`config.mk`:
```
export PLATFORM = sky130hd
export DESIGN_NAME = alu_result_stage
export DESIGN_NICKNAME = d
export VERILOG_FILES = /design/src/rtl/alu_result_stage.sv
export SDC_FILE = /design/constraint.sdc
export NUM_CORES = 1
export LEC_CHECK = 0
export BUFFER_PORTS_ARGS = -buffer_cell sky130_fd_sc_hd__buf_2
export CORE_UTILIZATION = 31
export DETAILED_ROUTE_END_ITERATION = 10
export GPL_ROUTABILITY_DRIVEN = 0
export PLACE_DENSITY = 0.58
export SLEW_MARGIN = 0
export SYNTH_ARGS = -nofsm -noshare
export SYNTH_HDL_FRONTEND = slang
export SYNTH_SLANG_ARGS = --single-unit
```
`constraint.sdc`:
```
create_clock -name clk -period 1.4 [get_ports clk]
set_input_delay 0.14 -clock clk [delete_from_list [all_inputs] [get_ports clk]]
set_output_delay 0.14 -clock clk [all_outputs]
set_load 0.005 [all_outputs]
```
`src/rtl/alu_result_stage.sv`:
```
// Registered result/flag stage behind the ALU adder: computes NZCV on the input side,
// buffers through a 2-entry skid (main + skid) with valid/ready handshake and a sticky overflow bit.
module alu_result_stage #(
    parameter int WIDTH = 32
) (
    input  logic             clk,
    input  logic             rst_n,
    input  logic             in_valid,
    output logic             in_ready,
    input  logic [WIDTH-1:0] in_sum,
    input  logic             in_cout,
    input  logic             in_a_msb,
    input  logic             in_b_msb,
    output logic             out_valid,
    input  logic             out_ready,
    output logic [WIDTH-1:0] out_result,
    output logic [3:0]       out_flags,
    output logic             ovf_sticky,
    input  logic             clr_sticky
);

    typedef struct packed {
        logic [WIDTH-1:0] result;
        logic [3:0]       flags;
    } entry_t;

    typedef enum logic [1:0] {
        EMPTY = 2'd0,
        ONE   = 2'd1,
        TWO   = 2'd2
    } state_t;

    // Flags packed as {N, Z, C, V}; V is signed overflow of a same-sign addition.
    function automatic logic [3:0] calc_flags(
        input logic [WIDTH-1:0] sum,
        input logic             cout,
        input logic             a_msb,
        input logic             b_msb
    );
        logic n;
        logic z;
        logic v;
        n = sum[WIDTH-1];
        z = (sum == {WIDTH{1'b0}});
        v = (a_msb == b_msb) && (n != a_msb);
        return {n, z, cout, v};
    endfunction

    state_t state_q;
    state_t state_d;
    entry_t main_q;
    entry_t main_d;
    entry_t skid_q;
    entry_t skid_d;
    logic   sticky_q;
    logic   sticky_d;

    logic   in_fire_s;
    logic   out_fire_s;
    entry_t in_entry_s;

    // in_ready comes only from the state register, so out_ready never reaches it combinationally.
    assign in_ready   = (state_q != TWO);
    assign out_valid  = (state_q != EMPTY);
    assign out_result = main_q.result;
    assign out_flags  = main_q.flags;
    assign ovf_sticky = sticky_q;

    assign in_fire_s  = in_valid && in_ready;
    assign out_fire_s = out_valid && out_ready;
    assign in_entry_s = '{result: in_sum, flags: calc_flags(in_sum, in_cout, in_a_msb, in_b_msb)};

    // Next-state and storage steering for the main/skid pair.
    always_comb begin
        state_d = state_q;
        main_d  = main_q;
        skid_d  = skid_q;
        case (state_q)
            EMPTY: begin
                if (in_fire_s) begin
                    main_d  = in_entry_s;
                    state_d = ONE;
                end else begin
                    state_d = EMPTY;
                end
            end
            ONE: begin
                if (in_fire_s && out_fire_s) begin
                    main_d  = in_entry_s;
                    state_d = ONE;
                end else if (in_fire_s) begin
                    skid_d  = in_entry_s;
                    state_d = TWO;
                end else if (out_fire_s) begin
                    state_d = EMPTY;
                end else begin
                    state_d = ONE;
                end
            end
            TWO: begin
                if (out_fire_s) begin
                    main_d  = skid_q;
                    state_d = ONE;
                end else begin
                    state_d = TWO;
                end
            end
            default: begin
                state_d = EMPTY;
            end
        endcase
    end

    // Sticky overflow: a new overflowing result beats a simultaneous clear.
    always_comb begin
        sticky_d = sticky_q;
        if (in_fire_s && in_entry_s.flags[0]) begin
            sticky_d = 1'b1;
        end else if (clr_sticky) begin
            sticky_d = 1'b0;
        end else begin
            sticky_d = sticky_q;
        end
    end

    // State, data and sticky registers; reset discards all buffered results.
    always_ff @(posedge clk or negedge rst_n) begin
        if (!rst_n) begin
            state_q  <= EMPTY;
            main_q   <= '0;
            skid_q   <= '0;
            sticky_q <= 1'b0;
        end else begin
            state_q  <= state_d;
            main_q   <= main_d;
            skid_q   <= skid_d;
            sticky_q <= sticky_d;
        end
    end

endmodule

```
== Yosys cells after proc, flatten, opt, wreduce, memory -nomap -nowiden ==
Index checks and enable logic that the tools add are counted.
Storage, ports and cells
  bits in registers: 75
  output and inout bits: 39
  word-level logic and storage cells: 39
Cells by class
  equality and inequality tests: 8
  multiplexer cells: 12
  bitwise operators: 1
  reductions and logical operators: 12
Operators with widths (count)
  $mux 36: 3
  $pmux 36 s3: 1
  $logic_not 32->1: 1
  $ne 2x2->1 const B: 4
  $mux 2: 3
  $pmux 2 s3: 1
  $logic_and 1x1->1: 5
  $mux 1: 4
  $reduce_and 4->1: 1
  $reduce_bool 2->1: 2
  $reduce_and 3->1: 1
  $reduce_bool 3->1: 1
  $eq 2x1->1 const B: 1
  $eq 2x2->1 const B: 1
  $logic_not 2->1: 1
  $eq 1x1->1: 1
  $ne 1x1->1: 1
  $not 1->1: 1

== Longest topological paths before layout ==
Gate-level depths: netlist of run 1.
  word-level depth: 6
  mapped depth: 6
  gate-level depth less buffers: 4

== Worst setup path after synthesis of run 1 ==
Ideal clock, no wire load.
  path type: reg-to-reg
  start point: register state_q[1]
  end point: register skid_q[10] (netlist name)
  data arrival time: 1.347 ns
  data required time: 1.275 ns
  slack: -0.072 ns
  cell stages (with the launch flop): 6
  path buffers: 2
  period minus slack after synthesis: 1.472 ns
  cells stage by stage: dfrtp_1 -> nor2b_4 -> and3b_1 -> buf_4 -> buf_8 -> mux2_4
On the way
  longest elaborated chain between the ends: 5
  elaborated cells on any way between the ends: 8
  classes of those cells: eq/ne: 2; bitwise: 1; reduce/logical: 5
Ends and longest elaborated chain
  start: declaration: RTL line 49  | state_t state_q;
  start signal: assignment: RTL line 134  | state_q <= state_d;
  $ne 2x2->1 / $reduce_bool 2->1 (equally long branches): RTL line 63, 64
  $logic_and 1x1->1, on equally long branches: RTL line 69, 70
  $logic_and 1x1->1: RTL line 88  | if (in_fire_s && out_fire_s) begin
  $not 1->1 (no line)
  $reduce_and 3->1 (no line) *
  end signal: assignment: RTL line 136  | skid_q <= skid_d;
  end: declaration: RTL line 53  | entry_t skid_q;
Mark *: on every way between the ends. The rest lies on a longest branch, timed or not.
A chain may end at the register's enable or synchronous reset.

== Worst setup path after layout of run 1 ==
  start point: register state_q[1]
  end point: register skid_q[35] (netlist name)
Same word-level chain as after synthesis.

==> results.ini, run 1 <==
[global_route]
grt_max_degree=44
busiest_layer=met2
grt_pass1_vias=2476
grtUsageMet3=0.0421
grt_usage=0.153
grt_pass1_wl_mm=13.0
antenna_found_initial=1
overflow=0
grtUsageMet2=0.240
met1_usage=0.206

[drt]
drt_first_iter_violations=64
drc=0
ant_nets=0
wl_per_cell_um=14.8
vias=2489
routed_wl_mm=7.97
via_per_inst=4.63
drt_first_pass_iters=4

[floorplanning]
dieWidth_um=105
ios=79
core_mm2=0.0103
start_util=0.320
core.rowCount=37
die_area_mm2=0.0111
die_h_um=105

[critical_path]
reg2reg_depth=4
cp_max_fo=22
worst-r2r-setup-slack_ns=-0.09
crit_path_end_kind=register
crit_type=register to register
r2r-start=state_q[1]$_DFF_PN0_
worstReg2RegEnd=skid_q[35]$_DFFE_PN0P_
cp.required_ns=1.63
arrival_ns=1.72
cp-start-kind=register

[synth]
synth_cells=293
syn_nets=333
synth_seq_cells=73
synth.avg_cell_area_um2=11.3
synth-seq-area-share=0.553
synth_cell_types=27
syn_area_mm2=0.00331
ys_warn_count=0

[sta]
hold_violations=0
finClkSkew_ns=0.00569
final.min_clock_period_ns=1.49
fmax_ghz=0.672
slew_viol_final=0
tightest_slew_ns=0.521
setup_viol=64
finalHoldWorstSlack_ns=0.0525
worst_slack_ns=-0.0876
timing.final.crit_share=1.06
rsz0062_at_grt=true
slew-limit-headroom=0.650

[flow_run]
max_cap_viol_count=0

[min_path]
hold_class=input pin to register
min-delay-start=in_cout
min_to=skid_q[1]$_DFFE_PN0P_
whs_path_depth=2

[clock_network]
cts-htree-levels=3
cts_num_sinks=73
cts_buffer_depth=2
clkLatencyLatePin_ns=0.35
cts_root_buffer=clkbuf_8
cts_tree=done
numCtsBuffers=9
path_clk_slew_ns=0.07

[placement]
port_buffers=78
hpwl_mm=5.39
dp_cells=514

[layout]
drive_above_1_share=0.425
multi_input_area_mm2=0.00134
final_nets=437
areaGrowthSynthToFinish_pct=31.5
fill_cells=993
regArea_mm2=0.00183
instances_no_fill=538
antenna_cells=0

[power_and_ir_drop]
ir_drop_v=0.000491
p_leak_nw=2.02
power_density_mw_per_mm2=1530

[run_status]
violations=setup timing
status=finished, violations left

## critical path, stage by stage, from the launching register on
cell and delay (ns):
dfrtp_2 0.45, nor2b_4 0.13, and3b_2 0.23, buf_12 0.21, mux2_2 0.35
## power breakdown
part | internal [mW] | switching (mW) | leakage, nW | total, mW
Combinational | 1.14 | 0.757 | 1.07 | 1.89
Clock | 0.822 | 0.815 | 0.103 | 1.64
Sequential | 2.77 | 0.371 | 0.845 | 3.14
## final cells by class
cell class	instances	area share
flip-flops and latches	73	0.420
inverters	2	0.00230
clock inverters	7	0.0164
multi-input cells	199	0.308
repair buffers	112	0.186
clock buffers	9	0.0285
well taps	136	0.0391
## routing by layer
metal / vias up / share of wire / wire (µm)
li1: 1219 / - / -
met1: 1198 / 0.47 / 3760
met2: 63 / 0.47 / 3720
met3: 7 / 0.050 / 401
met4: 2 / 0.0094 / 75
met5: - / 0.0013 / 10
## timing repair
| item | in CTS | in global routing |
|---|---|---|
| endpoints found under the hold margin | 73 | 0 |
| hold buffers | 1 | 0 |
| cloned | 1 | 1 |
| endpoints found under the setup margin | 71 | 72 |
| buffers inserted | 3 | 2 |
| pin swaps | 1 | 1 |
| gates resized for setup | 9 | 5 |
## cells by family (layout without fill, tap and decap cells)
kind of cell           count (synthesis)  in the layout  synth area share
AND/OR/NAND/NOR                      120            120             0.152
flip-flops                            73             73             0.553
AO/OA/AOI/OAI                         42             42            0.0871
multiplexers                          37             37             0.159
buffers and inverters                 21            130            0.0492
## worst max-delay path by stage
stage	slack, ns	end	startpoint	depth (start not counted)
after floorplan	-0.06	skid_q[10]$_DFFE_PN0P_	state_q[1]$_DFF_PN0_	5
after global placement	-0.21	out_flags[2]$_DFFE_PN0P_	in_sum[25]	6
after detailed placement	-0.27	out_flags[2]$_DFFE_PN0P_	in_sum[25]	6
after CTS	-0.09	skid_q[35]$_DFFE_PN0P_	state_q[1]$_DFF_PN0_	4
after global routing	-0.15	out_result[31]$_DFFE_PN0P_	state_q[1]$_DFF_PN0_	5
final	-0.09	skid_q[35]$_DFFE_PN0P_	state_q[1]$_DFF_PN0_	4
## sequential cells by signal, indices dropped and copies added (netlist names)
register / flops
skid_q: 35
out_flags: 3
state_q: 2
ovf_sticky: 1
out_result: 32
## synth_stat cells, drive strengths merged
cell / n / share of area
a32o: 1 / 0.0030
nor2: 36 / 0.041
o311ai: 1 / 0.0026
o22ai: 2 / 0.0038
o2bb2ai: 1 / 0.0083
nor4: 8 / 0.015
nand4: 2 / 0.0038
a21oi: 3 / 0.0045
inv: 2 / 0.0023
or2: 1 / 0.0019
a31oi: 33 / 0.062
mux2i: 2 / 0.0061
nor3b: 1 / 0.0023
mux2: 35 / 0.15
and3b: 1 / 0.0026
nand2b: 1 / 0.0019
nor2b: 2 / 0.0061
buf: 19 / 0.047
nand2: 68 / 0.077
dfrtp: 73 / 0.55
o21a: 1 / 0.0023
## metrics by stage
step	power (mW)	TNS [ns]	setup slack (ns)	util	cell area, µm²
after CTS	6.73	-2.59	-0.0940	0.416	4300
after floorplan	4.26	-1.70	-0.0568	-	3310
after global routing	7.13	-6.63	-0.146	0.421	4350
after detailed placement	4.99	-3.21	-0.272	0.388	4010
final	6.67	-2.42	-0.0876	0.421	4350
after global placement	4.95	-1.01	-0.215	0.388	4010
## placed cells by master, fill, tap and decap left out, drive strengths merged, types with 2 or more instances in the layout
| master | instances |
|---|---|
| a21oi | 3 |
| a31oi | 33 |
| buf | 110 |
| clkbuf | 10 |
| clkinv | 6 |
| dfrtp | 73 |
| inv | 2 |
| mux2 | 35 |
| mux2i | 2 |
| nand2 | 68 |
| nand4 | 2 |
| nor2 | 36 |
| nor2b | 2 |
| nor4 | 8 |
| o22ai | 2 |
Note: power is estimated with default switching activity, not from simulation.
==> inputs of run 2 (changes only) <==
--- a/config.mk
+++ b/config.mk
@@ -9,6 +9,7 @@
 export CORE_UTILIZATION = 31
 export DETAILED_ROUTE_END_ITERATION = 10
 export GPL_ROUTABILITY_DRIVEN = 0
+export MAX_ROUTING_LAYER = met4
 export PLACE_DENSITY = 0.58
 export SLEW_MARGIN = 0
 export SYNTH_ARGS = -nofsm -noshare
==> run 2 against run 1 <==
  * The flow still finishes with violations (setup timing)
  * Non-clock buffer count up 9
  * Largest cell class unchanged
  * Clock skew fell by 0.00067 ns
  * Power up 2.5%
  * Via count rose by 3.7%
  * Combinational power is 9% higher
  * Critical endpoint is now out_result[10]$_DFFE_PN0P_
  * Utilization rose by 1.3 points
  * Final area is 3.1% higher
  * Global-route usage up 0.36 points
  * Critical path depth is 2 higher
  * Maximum frequency decreased by 1.3%
==> results.ini, run 2 (same netlist as run 1, synthesis figures left out) <==
[clock_network]
cts_root_buffer=clkbuf_8  ; unchanged
numCtsBuffers=9  ; unchanged
clkLatencyLatePin_ns=0.34  ; was 0.35 ns
cts_num_sinks=73  ; unchanged
cts_buffer_depth=2  ; unchanged
cts-htree-levels=3  ; unchanged
path_clk_slew_ns=0.08  ; was 0.07 ns
cts_tree=done  ; unchanged

[critical_path]
arrival_ns=1.77  ; was 1.72 ns
max_stage_delay_ns=0.43  ; was 0.45 ns
cp_max_fo=6  ; was 22
crit_type=register to register  ; unchanged
cp-start-kind=register  ; unchanged
slowest_stage=dfrtp_2  ; unchanged
cp.required_ns=1.66  ; was 1.63 ns
crit_path_end_kind=register  ; unchanged
crit_path_cell_trace=mux2i_2 > o2bb2ai_4 > buf_8 > buf_4 > buf_6 > a31oi_1  ; was nor2b_4 > and3b_2 > buf_12 > mux2_2

[layout]
final_nets=446  ; was 437
fill_cells=984  ; was 993
largest_register_ffs=35  ; unchanged
regMostFlops=skid_q  ; unchanged
drive_above_1_share=0.436  ; was 0.425
areaGrowthSynthToFinish_pct=35.6  ; was 31.5%
final_common_cell=buf_2  ; unchanged
layout_common_cells=buf_2 (75), dfrtp_1 (72), nand2_1 (68)  ; was buf_2 (75), dfrtp_1 (72), nand2_1 (67)

[global_route]
grt_pass1_wl_mm=12.9  ; was 13.0 mm
grt_max_degree=44  ; unchanged
antenna_found_initial=1  ; unchanged
grt_pass1_vias=2480  ; was 2476
grt_usage=0.157  ; was 0.153
overflow=0  ; unchanged

[drt]
drt_first_iter_violations=96  ; was 64
via_per_inst=4.71  ; was 4.63
ant_nets=0  ; unchanged
routed_wl_mm=8.57  ; was 7.97 mm
vias=2581  ; was 2489
wl_per_cell_um=15.6  ; was 14.8 µm
drt_first_pass_iters=4  ; unchanged
drc=0  ; unchanged

[placement]
port_buffers=78  ; unchanged
pre_cts_slack_ns=-0.272  ; unchanged
hpwl_mm=5.39  ; unchanged

[run_status]
violations=setup timing  ; unchanged
status=finished, violations left  ; unchanged

[sta]
final.min_clock_period_ns=1.51  ; was 1.49 ns
rsz0062_at_grt=true  ; unchanged
timing.final.crit_share=1.08  ; was 1.06
finalHoldWorstSlack_ns=0.0536  ; was 0.0525 ns
finClkSkew_ns=0.00502  ; was 0.00569 ns
slew_viol_final=0  ; unchanged
fmax_ghz=0.664  ; was 0.672 GHz
worst_slack_ns=-0.107  ; was -0.0876 ns
setup_viol=66  ; was 64
slew-limit-headroom=0.644  ; was 0.650
hold_violations=0  ; unchanged
tightest_slew_ns=0.529  ; was 0.521 ns

[power_and_ir_drop]
p_leak_nw=2.09  ; was 2.02 nW
finalPower_mw=6.84  ; was 6.67 mW
ir_drop_v=0.000534  ; was 0.000491 V
power_density_mw_per_mm2=1530  ; about the same

[floorplanning]
core_mm2=0.0103  ; unchanged
die_h_um=105  ; unchanged
start_util=0.320  ; unchanged
core.rowCount=37  ; unchanged
dieWidth_um=105  ; unchanged
die_area_mm2=0.0111  ; unchanged
ios=79  ; unchanged

[flow_run]
max_cap_viol_count=0  ; unchanged

[min_path]
hold_class=input pin to register  ; unchanged

==> run 2: cell types whose count changed in the layout (fill, tap and decap cells not counted), sizes merged <==
| cell | previous run | this run |
|---|---|---|
| diode | 0 | 1 |
| buf | 110 | 116 |
| clkbuf | 10 | 13 |
==> run 2: routing by layer <==
metal	wire length, µm	share of wire	vias up	GRT usage
li1	-	-	1241	-
met1	4080	0.48	1264	0.205
met2	4030	0.47	70	0.242
met3	393	0.046	6	0.0346
met4	63	0.0074	0	0.0513
met5	0	0	-	-
==> run 2: cell type report <==
class / instances / area [µm²] / area share
inverters: 2 / 10.0 / 0.00223
flip-flops and latches: 73 / 1830 / 0.408
well taps: 136 / 170 / 0.0380
multi-input cells: 199 / 1340 / 0.298
diodes: 1 / 2.50 / 0.000558
repair buffers: 121 / 942 / 0.210
clock inverters: 7 / 71.3 / 0.0159
clock buffers: 9 / 124 / 0.0276
==> run 2: repair_timing <==
| item | in CTS | in global routing |
|---|---|---|
| setup endpoints to repair | 71 | 72 |
| hold buffers | 1 | 0 |
| pin swaps | 1 | 3 |
| resized for setup | 9 | 8 |
| gates cloned | 1 | 5 |
| hold endpoints to repair | 73 | 0 |
| buffers inserted | 3 | 7 |
==> run 2: final timing paths <==
path                                       start                          to  slack [ns]  cells after the start
hold reg to reg            skid_q[1]$_DFFE_PN0P_       skid_q[1]$_DFFE_PN0P_        0.51                      1
setup / recovery            state_q[1]$_DFF_PN0_  out_result[10]$_DFFE_PN0P_       -0.11                      6
setup reg to reg            state_q[1]$_DFF_PN0_  out_result[10]$_DFFE_PN0P_       -0.11                      6
min in group asynchronous                  rst_n  out_result[11]$_DFFE_PN0P_        0.19                      2
max in group asynchronous                  rst_n        state_q[1]$_DFF_PN0_        0.69                      3
hold / removal                           in_cout       skid_q[1]$_DFFE_PN0P_        0.05                      2
==> run 2: critical path: cells and delay by family, from the launching register on <==
kind            cells  cell delay [ns]
compound gates      2             0.24
flops               1             0.43
buf+inv             3             0.42
mux                 1             0.33
==> run 2: report_power, final <==
group | leakage, nW | switching [mW] | internal [mW]
logic | 1.14 | 0.812 | 1.25
registers | 0.845 | 0.372 | 2.77
clock network | 0.103 | 0.812 | 0.823
==> run 2: stage by stage <==
stage / setup TNS [ns] / cells / utilization / area, µm²
finish: -3.34 / 548 / 0.434 / 4480
global route: -6.99 / 548 / 0.434 / 4480
CTS: -2.59 / 535 / 0.416 / 4300
detailed placement: -3.21 / 514 / 0.388 / 4010
global placement: -1.01 / 514 / 0.388 / 4010
floorplan: -1.70 / 293 / - / 3310
==> inputs of run 3 (changes only) <==
--- a/config.mk
+++ b/config.mk
@@ -10,8 +10,8 @@
 export DETAILED_ROUTE_END_ITERATION = 10
 export GPL_ROUTABILITY_DRIVEN = 0
 export MAX_ROUTING_LAYER = met4
-export PLACE_DENSITY = 0.58
-export SLEW_MARGIN = 0
+export PLACE_DENSITY = 0.56
 export SYNTH_ARGS = -nofsm -noshare
 export SYNTH_HDL_FRONTEND = slang
 export SYNTH_SLANG_ARGS = --single-unit
+export TNS_END_PERCENT = 1
==> constraint.sdc (replaced) <==
create_clock -name clk -period 1.9 [get_ports clk]
set_input_delay 0.19 -clock clk [delete_from_list [all_inputs] [get_ports clk]]
set_output_delay 0.19 -clock clk [all_outputs]
set_load 0.005 [all_outputs]
==> run 3 against run 2 <==
  * The flow now finishes without violations
  * Critical endpoint is now out_result[28]$_DFFE_PN0P_
  * Non-clock buffer count decreased by 32
  * Clock skew is 0.0045 ns higher
  * Power is 30% lower
  * Combinational power fell by 38%
  * Via count shrank 7.5%
  * Sequential share of layout area rose by 4.2 points
==> results.ini, run 3 (same netlist as run 1, synthesis figures left out) <==
[run_status]
status=finished clean  ; was finished, violations left

[layout]
areaGrowthSynthToFinish_pct=22.9  ; was 35.6%
final_common_cell=buf_2  ; unchanged
drive_above_1_share=0.375  ; was 0.436
largest_register_ffs=35  ; unchanged
fill_cells=1038  ; was 984
final_nets=414  ; was 446
regMostFlops=skid_q  ; unchanged
layout_common_cells=buf_2 (77), dfrtp_1 (73), nand2_1 (68)  ; was buf_2 (75), dfrtp_1 (72), nand2_1 (68)

[clock_network]
clkLatencyLatePin_ns=0.34  ; about the same
cts_setup_buffers=0  ; was 3
cts_tree=done  ; unchanged
cts_resized=0  ; was 9
cts_num_sinks=73  ; unchanged
cts-htree-levels=3  ; unchanged
numCtsBuffers=9  ; unchanged
path_clk_slew_ns=0.07  ; was 0.08 ns
cts_root_buffer=clkbuf_8  ; unchanged
cts_buffer_depth=2  ; unchanged

[critical_path]
startpoint=state_q[1]$_DFF_PN0_  ; unchanged
cp.required_ns=2.16  ; was 1.66 ns
cp_max_fo=13  ; was 6
arrival_ns=1.83  ; was 1.77 ns
crit_path_end_kind=register  ; unchanged
r2r-start=state_q[1]$_DFF_PN0_  ; unchanged
crit_type=register to register  ; unchanged
cp-start-kind=register  ; unchanged

[sta]
worst_slack_ns=0.333  ; was -0.107 ns
fmax_ghz=0.638  ; was 0.664 GHz
finClkSkew_ns=0.00954  ; was 0.00502 ns
timing.final.crit_share=0.825  ; was 1.08
finalSetupTns_ns=0  ; was -3.34 ns
tightest_slew_ns=0.702  ; was 0.529 ns
final.min_clock_period_ns=1.57  ; was 1.51 ns
setup_viol=0  ; was 66
slew_viol_final=0  ; unchanged
slew-limit-headroom=0.532  ; was 0.644
hold_violations=0  ; unchanged
rsz0062_at_grt=false  ; was true

[drt]
via_per_inst=4.63  ; was 4.71
vias=2387  ; was 2581
drt_first_pass_iters=4  ; unchanged
drt_first_iter_violations=93  ; was 96
drc=0  ; unchanged
routed_wl_mm=7.46  ; was 8.57 mm
wl_per_cell_um=14.5  ; was 15.6 µm
ant_nets=0  ; unchanged

[placement]
hpwl_mm=5.26  ; was 5.39 mm
pre_cts_slack_ns=0.322  ; was -0.272 ns
port_buffers=78  ; unchanged

[floorplanning]
die_h_um=105  ; unchanged
ios=79  ; unchanged
die_area_mm2=0.0111  ; unchanged
core_mm2=0.0103  ; unchanged
start_util=0.320  ; unchanged
dieWidth_um=105  ; unchanged
core.rowCount=37  ; unchanged

[flow_run]
max_cap_viol_count=0  ; unchanged

[power_and_ir_drop]
p_leak_nw=1.87  ; was 2.09 nW
power_density_mw_per_mm2=1170  ; was 1530 mW/mm²
ir_drop_v=0.000456  ; was 0.000534 V

[global_route]
grt_max_degree=56  ; was 44
grt_pass1_vias=2485  ; was 2480
antenna_found_initial=1  ; unchanged
grt_pass1_wl_mm=12.5  ; was 12.9 mm
overflow=0  ; unchanged
grt_usage=0.150  ; was 0.157

[min_path]
min-delay-start=out_ready  ; was in_cout
hold_class=input pin to register  ; unchanged

## run 3: changes by cell type in the layout (fill, tap and decap cells not counted), moves of 2 or more
cell | previous run | this run
buf_12 | 7 | 5
buf_2 | 75 | 77
buf_4 | 23 | 6
buf_6 | 9 | 0
clkbuf_1 | 0 | 3
clkbuf_16 | 4 | 0
clkinv_4 | 3 | 0
## run 3: metrics by stage
stage / area, µm² / utilization / total power, mW / hold slack [ns] / std cells
after global placement: 3860 / 0.374 / 3.60 / 0.281 / 498
after CTS: 4060 / 0.393 / 4.82 / 0.0870 / 515
final: 4060 / 0.393 / 4.77 / 0.0987 / 516
after detailed placement: 3860 / 0.374 / 3.62 / 0.286 / 498
after floorplan: 3310 / - / 3.14 / -0.106 / 293
after global routing: 4060 / 0.393 / 5.07 / 0.0907 / 516
## run 3: worst max-delay path, cell delays in order (launching register included)
cell       delay, ns
dfrtp_1         0.46
mux2i_1         0.20
o2bb2ai_4       0.38
buf_4           0.26
nor2_1          0.05
a31oi_1         0.14
## run 3: final cells by class
| class | instances | area [µm²] | share of cell area |
|---|---|---|---|
| clock buffer | 13 | 149 | 0.0367 |
| sequential | 73 | 1830 | 0.450 |
| multi-input combinational | 199 | 1330 | 0.326 |
| timing repair buffer | 89 | 541 | 0.133 |
| antenna | 1 | 2.50 | 0.000616 |
| clock inverter | 3 | 40.0 | 0.00986 |
| tap | 136 | 170 | 0.0419 |
| inverter | 2 | 7.51 | 0.00185 |
## run 3: path summary, 6_finish.rpt
kind | slack, ns | end | depth (start not counted)
max | 0.33 | out_result[28]$_DFFE_PN0P_ | 5
min | 0.1 | state_q[1]$_DFF_PN0_ | 2
max reg2reg | 0.33 | out_result[28]$_DFFE_PN0P_ | 5
min reg2reg | 0.50 | skid_q[1]$_DFFE_PN0P_ | 1
max in group asynchronous | 0.81 | skid_q[32]$_DFFE_PN0P_ | 3
min in group asynchronous | 0.44 | skid_q[12]$_DFFE_PN0P_ | 2
## run 3: routing by layer
layer / track usage / routed length [µm] / up-vias
met1: 0.196 / 3710 / 1148
met5: - / 0 / -
li1: - / - / 1175
met3: 0.0408 / 340 / 9
met4: 0.0483 / 92 / 0
met2: 0.224 / 3320 / 55
## run 3: where the power goes
part	internal [mW]	switching [mW]	total, mW
Sequential	2.04	0.275	2.32
Clock	0.640	0.536	1.18
Combinational	0.745	0.526	1.27
Total	3.43	1.34	4.77
## run 3: what timing repair did
action,4_1_cts,5_1_grt
setup endpoints to repair,0,0
hold buffers,1,0
hold endpoints to repair,53,0
